### src/rtl/fetch_align_if.sv
// Handshake bundle between the fetch unit, fetch_align and the downstream decompressor.
// The slave modport is the fetch_align side; master is the side driving words and accepting instructions.
interface fetch_align_if #(
  parameter int XLEN = 32
);
  logic            word_valid_i;
  logic            word_ready_o;
  logic [31:0]     word_data_i;
  logic            instr_valid_o;
  logic            instr_ready_i;
  logic [31:0]     instr_o;
  logic            instr_is_c_o;
  logic [XLEN-1:0] instr_pc_o;

  modport master (
    output word_valid_i, word_data_i, instr_ready_i,
    input  word_ready_o, instr_valid_o, instr_o, instr_is_c_o, instr_pc_o
  );

  modport slave (
    input  word_valid_i, word_data_i, instr_ready_i,
    output word_ready_o, instr_valid_o, instr_o, instr_is_c_o, instr_pc_o
  );
endinterface

### src/rtl/fetch_align.sv
// Splits aligned 32-bit fetch words into 16/32-bit instructions through a 4-entry halfword queue,
// reassembling 32-bit instructions that straddle a word boundary and handling halfword redirects.
module fetch_align #(
  parameter int              XLEN     = 32,
  parameter logic [XLEN-1:0] RESET_PC = '0
) (
  input  logic            clk,
  input  logic            reset_n,
  input  logic            flush_i,
  input  logic [XLEN-1:0] flush_pc_i,
  fetch_align_if.slave    bus
);

  logic [15:0]     r_q [4];
  logic [1:0]      r_head;
  logic [2:0]      r_count;
  logic [XLEN-1:0] r_head_pc;
  logic            r_skip_lo;

  logic [15:0] w_h0;
  logic [15:0] w_h1;
  logic        w_h0_is_c;
  logic        w_instr_valid;
  logic        w_word_ready;
  logic        w_push;
  logic        w_pop;
  logic [2:0]  w_push_n;
  logic [2:0]  w_pop_n;
  logic [1:0]  w_tail;

  assign w_h0      = r_q[r_head];
  assign w_h1      = r_q[r_head + 2'd1];
  assign w_h0_is_c = (w_h0[1:0] != 2'b11);

  // A 32-bit instruction needs both halfwords queued; a lone low half stalls until the next word.
  assign w_instr_valid = w_h0_is_c ? (r_count >= 3'd1) : (r_count >= 3'd2);
  assign w_word_ready  = (r_count <= 3'd2);

  assign w_push   = bus.word_valid_i && w_word_ready;
  assign w_pop    = w_instr_valid && bus.instr_ready_i;
  assign w_push_n = !w_push ? 3'd0 : (r_skip_lo ? 3'd1 : 3'd2);
  assign w_pop_n  = !w_pop  ? 3'd0 : (w_h0_is_c ? 3'd1 : 3'd2);
  assign w_tail   = r_head + r_count[1:0];

  assign bus.word_ready_o  = w_word_ready;
  assign bus.instr_valid_o = w_instr_valid;
  assign bus.instr_pc_o    = r_head_pc;
  // Outputs are forced to zero on an empty queue so they stay defined and match the reset values.
  assign bus.instr_o       = (r_count == 3'd0) ? 32'h0 :
                             (w_h0_is_c ? {16'h0, w_h0} : {w_h1, w_h0});
  assign bus.instr_is_c_o  = (r_count != 3'd0) && w_h0_is_c;

  always_ff @(posedge clk or negedge reset_n) begin
    if (!reset_n) begin
      // NOTE: the queue storage is reset too, so instr_o never carries X even from stale slots.
      for (int i = 0; i < 4; i++) r_q[i] <= '0;
      r_head    <= '0;
      r_count   <= '0;
      r_head_pc <= RESET_PC & ~XLEN'(1);
      r_skip_lo <= RESET_PC[1];
    end else if (flush_i) begin
      // Redirect wins over both handshakes: nothing is pushed, popped or advanced this cycle.
      r_count   <= '0;
      r_head_pc <= flush_pc_i & ~XLEN'(1);
      r_skip_lo <= flush_pc_i[1];
    end else begin
      // NOTE: non-blocking updates let push and pop both use the pre-edge head and count.
      if (w_push) begin
        if (r_skip_lo) begin
          r_q[w_tail] <= bus.word_data_i[31:16];
          r_skip_lo   <= 1'b0;
        end else begin
          r_q[w_tail]        <= bus.word_data_i[15:0];
          r_q[w_tail + 2'd1] <= bus.word_data_i[31:16];
        end
      end
      if (w_pop) begin
        r_head    <= r_head + w_pop_n[1:0];
        r_head_pc <= r_head_pc + XLEN'({w_pop_n, 1'b0});
      end
      r_count <= r_count + w_push_n - w_pop_n;
    end
  end

endmodule

### src/flat_wrapper.sv
// flat-port wrapper written by rule: the top's interface ports become plain ports
module fetch_align_flat 
#(
  parameter int              XLEN     = 32,
  parameter logic [XLEN-1:0] RESET_PC = '0
)
  (clk, reset_n, flush_i, flush_pc_i, bus_word_valid_i, bus_word_data_i, bus_instr_ready_i, bus_word_ready_o, bus_instr_valid_o, bus_instr_o, bus_instr_is_c_o, bus_instr_pc_o);
  fetch_align_if #(.XLEN(XLEN)) bus_i ();
  input  logic clk;
  input  logic reset_n;
  input  logic flush_i;
  input  logic [XLEN-1:0] flush_pc_i;
  input wire logic [$bits(bus_i.word_valid_i)-1:0] bus_word_valid_i;
  input wire logic [$bits(bus_i.word_data_i)-1:0] bus_word_data_i;
  input wire logic [$bits(bus_i.instr_ready_i)-1:0] bus_instr_ready_i;
  output wire logic [$bits(bus_i.word_ready_o)-1:0] bus_word_ready_o;
  output wire logic [$bits(bus_i.instr_valid_o)-1:0] bus_instr_valid_o;
  output wire logic [$bits(bus_i.instr_o)-1:0] bus_instr_o;
  output wire logic [$bits(bus_i.instr_is_c_o)-1:0] bus_instr_is_c_o;
  output wire logic [$bits(bus_i.instr_pc_o)-1:0] bus_instr_pc_o;
  assign bus_i.word_valid_i = bus_word_valid_i;
  assign bus_i.word_data_i = bus_word_data_i;
  assign bus_i.instr_ready_i = bus_instr_ready_i;
  assign bus_word_ready_o = bus_i.word_ready_o;
  assign bus_instr_valid_o = bus_i.instr_valid_o;
  assign bus_instr_o = bus_i.instr_o;
  assign bus_instr_is_c_o = bus_i.instr_is_c_o;
  assign bus_instr_pc_o = bus_i.instr_pc_o;
  fetch_align #(.XLEN(XLEN), .RESET_PC(RESET_PC)) u_core (.clk(clk), .reset_n(reset_n), .flush_i(flush_i), .flush_pc_i(flush_pc_i), .bus(bus_i));
endmodule
### config.mk
export PLATFORM = sky130hd
export DESIGN_NAME = fetch_align_flat
export DESIGN_NICKNAME = d
export VERILOG_FILES = /design/src/rtl/fetch_align_if.sv /design/src/rtl/fetch_align.sv /design/src/flat_wrapper.sv
export SDC_FILE = /design/constraint.sdc
export NUM_CORES = 1
export LEC_CHECK = 0
export BUFFER_PORTS_ARGS = -buffer_cell sky130_fd_sc_hd__buf_4
export CORE_ASPECT_RATIO = 1.75
export CORE_MARGIN = 4
export CORE_UTILIZATION = 55
export CTS_BUF_LIST = sky130_fd_sc_hd__clkbuf_4 sky130_fd_sc_hd__clkbuf_8
export CTS_CLUSTER_SIZE = 12
export DETAILED_ROUTE_END_ITERATION = 8
export GPL_TIMING_DRIVEN = 0
export PLACE_DENSITY = 0.8
export SLEW_MARGIN = 20
export SYNTH_ARGS = -nofsm -noshare
export SYNTH_HDL_FRONTEND = slang
export SYNTH_SLANG_ARGS = --single-unit
### constraint.sdc
create_clock -name clk -period 3.75 [get_ports clk]
set_input_delay 0.375 -clock clk [delete_from_list [all_inputs] [get_ports clk]]
set_output_delay 0.375 -clock clk [all_outputs]
set_load 0.01 [all_outputs]
; Word level (Yosys, flattened, before mapping)
; Cells that the tools add are included.
[classes]
add_sub_neg = 7
n_reduce_logical = 11
bitwise = 5
mux = 26
n_lt_le_gt_ge = 9
eq_ne = 1
[op_table]
columns = cell, n
row1 = bitwise mux 64 bit, 3
row2 = two-way mux 32 bit, 4
row3 = two-way mux 16 bit, 6
row4 = binary-select mux 16 bit (select 2 bit), 2
row5 = demux 16 bit (select 2 bit), 2
row6 = two-way mux 64 bit, 1
row7 = adder 32 x 4 -> 32 bit, 1
row8 = >= comparator 3 bit (second input constant), 4
row9 = inverter 2 -> 3 bit, 4
row10 = two-way mux 3 bit, 3
row11 = less-than comparator 3 x 1 -> 1 bit (second input constant), 2
row12 = logical AND 1 bit, 5
row13 = adder 2 x 1 -> 2 bit (second input constant), 2
row14 = adder 2 bit, 2
row15 = two-way mux 2 bit, 2
row16 = AND reduction 2 bit, 2
row17 = nonzero test 2 bit, 2
row18 = adder 3 bit, 1
row19 = >= comparator 3 x 1 -> 1 bit (second input constant), 1
row20 = >= comparator 3 x 2 -> 1 bit (second input constant), 1
row21 = <= comparator 3 x 2 -> 1 bit (second input constant), 1
row22 = logical NOT 3 bit, 1
row23 = two-way mux 1 bit, 3
row24 = nonzero test 3 bit, 1
row25 = other kinds (3), 3
[totals]
word_cells = 67
output_inout_bits = 67
regBits = 102
inputBits = 69

; Longest topological paths before layout
[depth]
ltp_word = 11
ltp_mapped = 14
ltp_nobuf = 12

; Least setup slack after synthesis
; OpenSTA, ideal clock, no wires.
[synth_path]
path_kind = register to register
startpoint = register u_core.r_head[0]
endpoint = register u_core.r_head_pc[27], in the netlist u_core.bus.instr_pc_o[27]
setup_ns = 0.124
arrival_ns = 3.181
synth_period_minus_slack_ns = 3.305
path_slack_ns = 0.445
n_path_buf = 3
t_required_ns = 3.626
stages_incl_launch_ff = 14
cell_sequence = dfrtp_1 > buf_6 > mux4_2 > clkbuf_1 > and2_1 > nor2_1 > and2_1 > ha_1 > fa_1 > and2_1 > clkbuf_1 > o211ai_1 > o21a_1 > o31a_1
[synth_via]
elab_chain_cells = 11
elab_cells_between_ends = 13
cone_classes = add/sub (1) / eq/ne (1) / mux (8) / bitwise (1) / reduce/logical (2)
[synth_lines]
columns = element, line_no
row1 = start: declaration, fetch_align.sv:15  ; logic [1:0] r_head;
row2 = start signal: assignment, fetch_align.sv:78  ; r_head <= r_head + w_pop_n[1:0];
row3 = inverter 2 -> 3 bit (not written as such) *, fetch_align.sv:31  ; assign w_h0 = r_q[r_head];
row4 = binary-select mux 16 bit (select 2 bit) *, fetch_align.sv:31
row5 = two-way mux 16 bit (not written as such) * (2 in a row), fetch_align.sv:31
row6 = != test 2 bit *, fetch_align.sv:33  ; assign w_h0_is_c = (w_h0[1:0] != 2'b11);
row7 = two-way mux 1 bit, fetch_align.sv:36  ; assign w_instr_valid = w_h0_is_c ? (r_count >= 3'd1) : (r_count >= 3'd2);
row8 = logical AND 1 bit, fetch_align.sv:40  ; assign w_pop = w_instr_valid && bus.instr_ready_i;
row9 = two-way mux 3 bit, fetch_align.sv:42  ; assign w_pop_n = !w_pop ? 3'd0 : (w_h0_is_c ? 3'd1 : 3'd2);
row10 = adder 32 x 4 -> 32 bit, fetch_align.sv:79  ; r_head_pc <= r_head_pc + XLEN'({w_pop_n, 1'b0});
row11 = two-way mux 32 bit, fetch_align.sv:77  ; if (w_pop) begin
row12 = two-way mux 32 bit, fetch_align.sv:61  ; end else if (flush_i) begin
row13 = end signal: assignment, fetch_align.sv:59  ; r_head_pc <= RESET_PC & ~XLEN'(1);
row14 = end signal: assignment, fetch_align.sv:64  ; r_head_pc <= flush_pc_i & ~XLEN'(1);
row15 = end signal: assignment, fetch_align.sv:79
row16 = end: declaration, fetch_align.sv:17  ; logic [XLEN-1:0] r_head_pc;
; Every way passes the cells marked *; elsewhere a longest branch is shown, timed or not. The select of a mux whose other input is x is not followed.
; A chain may end at the register's enable or synchronous reset.

; Worst setup path after layout
; Ends and elaborated chain as after synthesis.

==> flow_metrics.env <==
export IMPL_critPathCaptureType="register"
export IMPL_seq_area_frac_synth_pct=39.1
export IMPL_cts_buffer_depth=2
export IMPL_design_area_um2=7890
export IMPL_yosysMostFrequentCell="dfrtp_1"
export IMPL_grt_pass1_vias=6736
export IMPL_cts_tree="yes"
export IMPL_io_buffers=133
export IMPL_h_tree_depth=3
export IMPL_drv_cap=0
export IMPL_cp_common_cell="and2_1"
export IMPL_synth_top_cell_area_share_pct=39.1
export IMPL_syn_avg_cell_area_um2=9.46
export IMPL_synth_simple_area_share_pct=16.6
export IMPL_die_area_um2=13600
export IMPL_synthToLayoutAreaGrowth_pct=22.0
export IMPL_dp_hpwl_mm=16.2
export IMPL_chipWidth_um=90.0
export IMPL_grt_busiest_layer="met2"
export IMPL_cts_sinks=101
export IMPL_io_pins=136
export IMPL_path_max_fanout=11
export IMPL_crit_slowest_cell="mux4_2"
export IMPL_grt_pass1_wl_mm=34.7
export IMPL_fin_nets=913
export IMPL_synthesis_area_um2=6470
export IMPL_clkPwrFrac_pct=11.7
export IMPL_switchingPower_uw=3270
export IMPL_stdcell_count=967
export IMPL_dpl_instance_area_um2=7640
export IMPL_slew_headroom_pct=35.5
export IMPL_power_leakage_uw=0.00335
export IMPL_max_clock_freq_mhz=284
export IMPL_tightest_slew_ps=968
export IMPL_clkLatencyLatePin_ps=380
export IMPL_synth_seq_cells=101
export IMPL_muxShareOfSynthArea_pct=12.7
export IMPL_antennaDiodeCount=0
export IMPL_dr_first_iter_drc_count=625
export IMPL_synth_compound_area_share_pct=20.7
export IMPL_vias_per_cell=6.72
export IMPL_nFillCells=934
export IMPL_p_int_uw=3690
export IMPL_seq_power_share_pct=26.5
export IMPL_grtUsageMet1_pct=34.3
export IMPL_grt_use_met3_pct=5.68
export IMPL_worstSetupStartpointType="register"
export IMPL_synthesis_nets=770
export IMPL_worst_hold_path_type="in -> async"
export IMPL_synthArstFlopShare_pct=100
export IMPL_r2r_setup_slack_ps=230
export IMPL_min_period_over_period_pct=93.9
export IMPL_wl_mm=22.2
export IMPL_drive_gt1_share_pct=25.4
export IMPL_ant_nets=0
export IMPL_grtUsageTotal_pct=32.6
export IMPL_setup_viol=0
export IMPL_synth_edf_count=0
export IMPL_core_area_um2=11500
export IMPL_grt_max_degree=102
export IMPL_dieHeight_um=151
export IMPL_synthAdderAreaFrac_pct=3.64
export IMPL_swShare_pct=47.0
export IMPL_hold_violations=0
export IMPL_synth_flop_cell="dfrtp_1"
export IMPL_placed_cells=952
export IMPL_initial_core_util_pct=56.2
export IMPL_globalRouteMet2Util_pct=59.0
export IMPL_synth_top_family_by_area="compound AO/OA/AOI/OAI gates"
export IMPL_worstSetupPathType="reg -> reg"
export IMPL_synthTopCellsByCount="dfrtp_1 (101), nand2_1 (67), a22oi_1 (65)"
export IMPL_post_synth_top_area_cell="dfrtp_1"
export IMPL_drc=0
export IMPL_critPathBufInv=2
export IMPL_power_frac_comb_pct=61.8
export IMPL_required_ps=4020
export IMPL_finClkSkew_ps=14.8
export IMPL_synth_xor_area_share_pct=3.11
export IMPL_dr_pass1_iters=5
export IMPL_irDropWorstVdd_mv=0.587
export IMPL_yosysUniqueCellTypes=46
export IMPL_detail_route_wl_per_cell_um=23.0
export IMPL_cts_made_buffers=9
export IMPL_gp_congestion=0.980
export IMPL_syn_inst=684
export IMPL_slew_viol_final=0
export IMPL_max_stage_delay_ps=660
export IMPL_grt_remaining_overflow=0
export IMPL_vias=6498
export IMPL_row_count=52
export IMPL_crit_chain="buf_6 > mux4_2 > and2_1 > nor2_2 > and2_1 > ha_1 > fa_1 > and2_2 > o211ai_1 > buf_4 > o21a_1 > o31a_1"
export IMPL_cp_arrival_ps=3790
export IMPL_outcome="complete, no violations"
export IMPL_clk_pin_slew_ps=100
export IMPL_grt_antenna_before_repair=0
export IMPL_power_density_nw_per_um2=882
export IMPL_rsz0062_at_grt="false"
export IMPL_fin_crit_ps=3520
export IMPL_path_delay_family="simple AND/OR/NAND/NOR gates"
export IMPL_ctsHoldBuffers=0
export IMPL_synth_top_cells_by_area="dfrtp_1 (39%), mux4_2 (11%), a22oi_1 (7.5%)"
export IMPL_root_buffer="clkbuf_8"
export IMPL_synth_warnings=0
flip-flops by register name (all words and copies together) (netlist names):
register,cells
u_core.bus.instr_pc_o,31
u_core.r_head,2
u_core.r_skip_lo,1
u_core.r_q,64
u_core.r_count,3
per-layer routing:
layer	vias up	wire, um
met5	-	0
met3	108	2080
met2	504	11600
li1	2809	-
met1	3077	7100
met4	0	1380
per-stage QoR:
step / setup WS [ps] / power (uW) / setup TNS [ps] / util [%] / hold slack (ps)
final: 230 / 6960 / 0 / 68.5 / 79.9
after global routing: 26.5 / 7360 / 0 / 68.5 / 165
after CTS: 58.6 / 6850 / 0 / 68.4 / 147
after detailed placement: -283 / 6040 / -1690 / 66.4 / 492
after global placement: -328 / 5860 / -2500 / 66.3 / 476
after floorplan: 445 / 4550 / 0 / - / 79.4
final cells by class:
cell class / instances / area [um^2] / area share (%)
Multi-Input combinational cell: 516 / 3690 / 46.8
Sequential cell: 101 / 2530 / 32.0
Timing Repair Buffer: 134 / 1010 / 12.8
Buffer: 53 / 223 / 2.82
Tap cell: 135 / 169 / 2.14
Clock buffer: 11 / 145 / 1.84
Clock inverter: 5 / 81.3 / 1.03
Inverter: 12 / 45.0 / 0.571
final timing paths:
check                                                   from                                    end  cells past startpoint
worst max register to register  u_core.r_head[0]$_DFFE_PN0P_  u_core.bus.instr_pc_o[27]$_DFFE_PN0N_                     12
worst min register to register    u_core.r_q[13]$_DFFE_PN0P_             u_core.r_q[13]$_DFFE_PN0P_                      2
max in group asynchronous                            reset_n             u_core.r_q[34]$_DFFE_PN0P_                      1
min in group clk                              flush_pc_i[16]  u_core.bus.instr_pc_o[16]$_DFFE_PN0N_                      3
worst max-delay path            u_core.r_head[0]$_DFFE_PN0P_  u_core.bus.instr_pc_o[27]$_DFFE_PN0N_                     12
worst min-delay path                                 reset_n  u_core.bus.instr_pc_o[28]$_DFFE_PN0N_                      1
timing repair:
| action | CTS | global route |
|---|---|---|
| gates resized for setup | 3 | 8 |
| pin swaps | 0 | 0 |
| setup endpoints to repair | 26 | 52 |
| setup buffers | 1 | 0 |
| endpoints found under the hold margin | 0 | 0 |
cells by family after synthesis:
kind of cell,Yosys count
AND/OR/NAND/NOR,224
AO/OA/AOI/OAI,209
flip-flops,101
buffers and inverters,67
multiplexers,42
XOR/XNOR,23
adder cells (fa/ha/maj),17
other,1
power by group through the flow:
stage / clock [uW] / combinational [uW] / sequential, uW
finish: 813 / 4300 / 1850
global route: 848 / 4620 / 1890
CTS: 810 / 4210 / 1830
detailed placement: 0 / 4190 / 1850
global placement: 0 / 4060 / 1800
floorplan: 0 / 2810 / 1740
placed cells by master, fill, tap and decap left out, drive strengths merged, types with 2 or more instances in the layout:
| cell | count |
|---|---|
| a21oi | 46 |
| a22oi | 65 |
| a31oi | 7 |
| and2 | 7 |
| and3 | 18 |
| buf | 142 |
| bufinv | 2 |
| clkbuf | 56 |
| dfrtp | 101 |
| fa | 3 |
| ha | 14 |
| inv | 13 |
| mux2 | 8 |
| mux2i | 3 |
| mux4 | 31 |
| nand2 | 67 |
| nand2b | 3 |
| nand3 | 11 |
| nand4 | 5 |
| nor2 | 61 |
| nor2b | 29 |
| nor3 | 7 |
| nor4 | 4 |
| o2111ai | 10 |
| o211ai | 5 |
| o21a | 2 |
| o21ai | 61 |
| o31a | 3 |
| o31ai | 5 |
| or3 | 4 |
| or4 | 7 |
| xnor2 | 9 |
| xor2 | 14 |
Note: power is estimated with default switching activity, not from simulation.
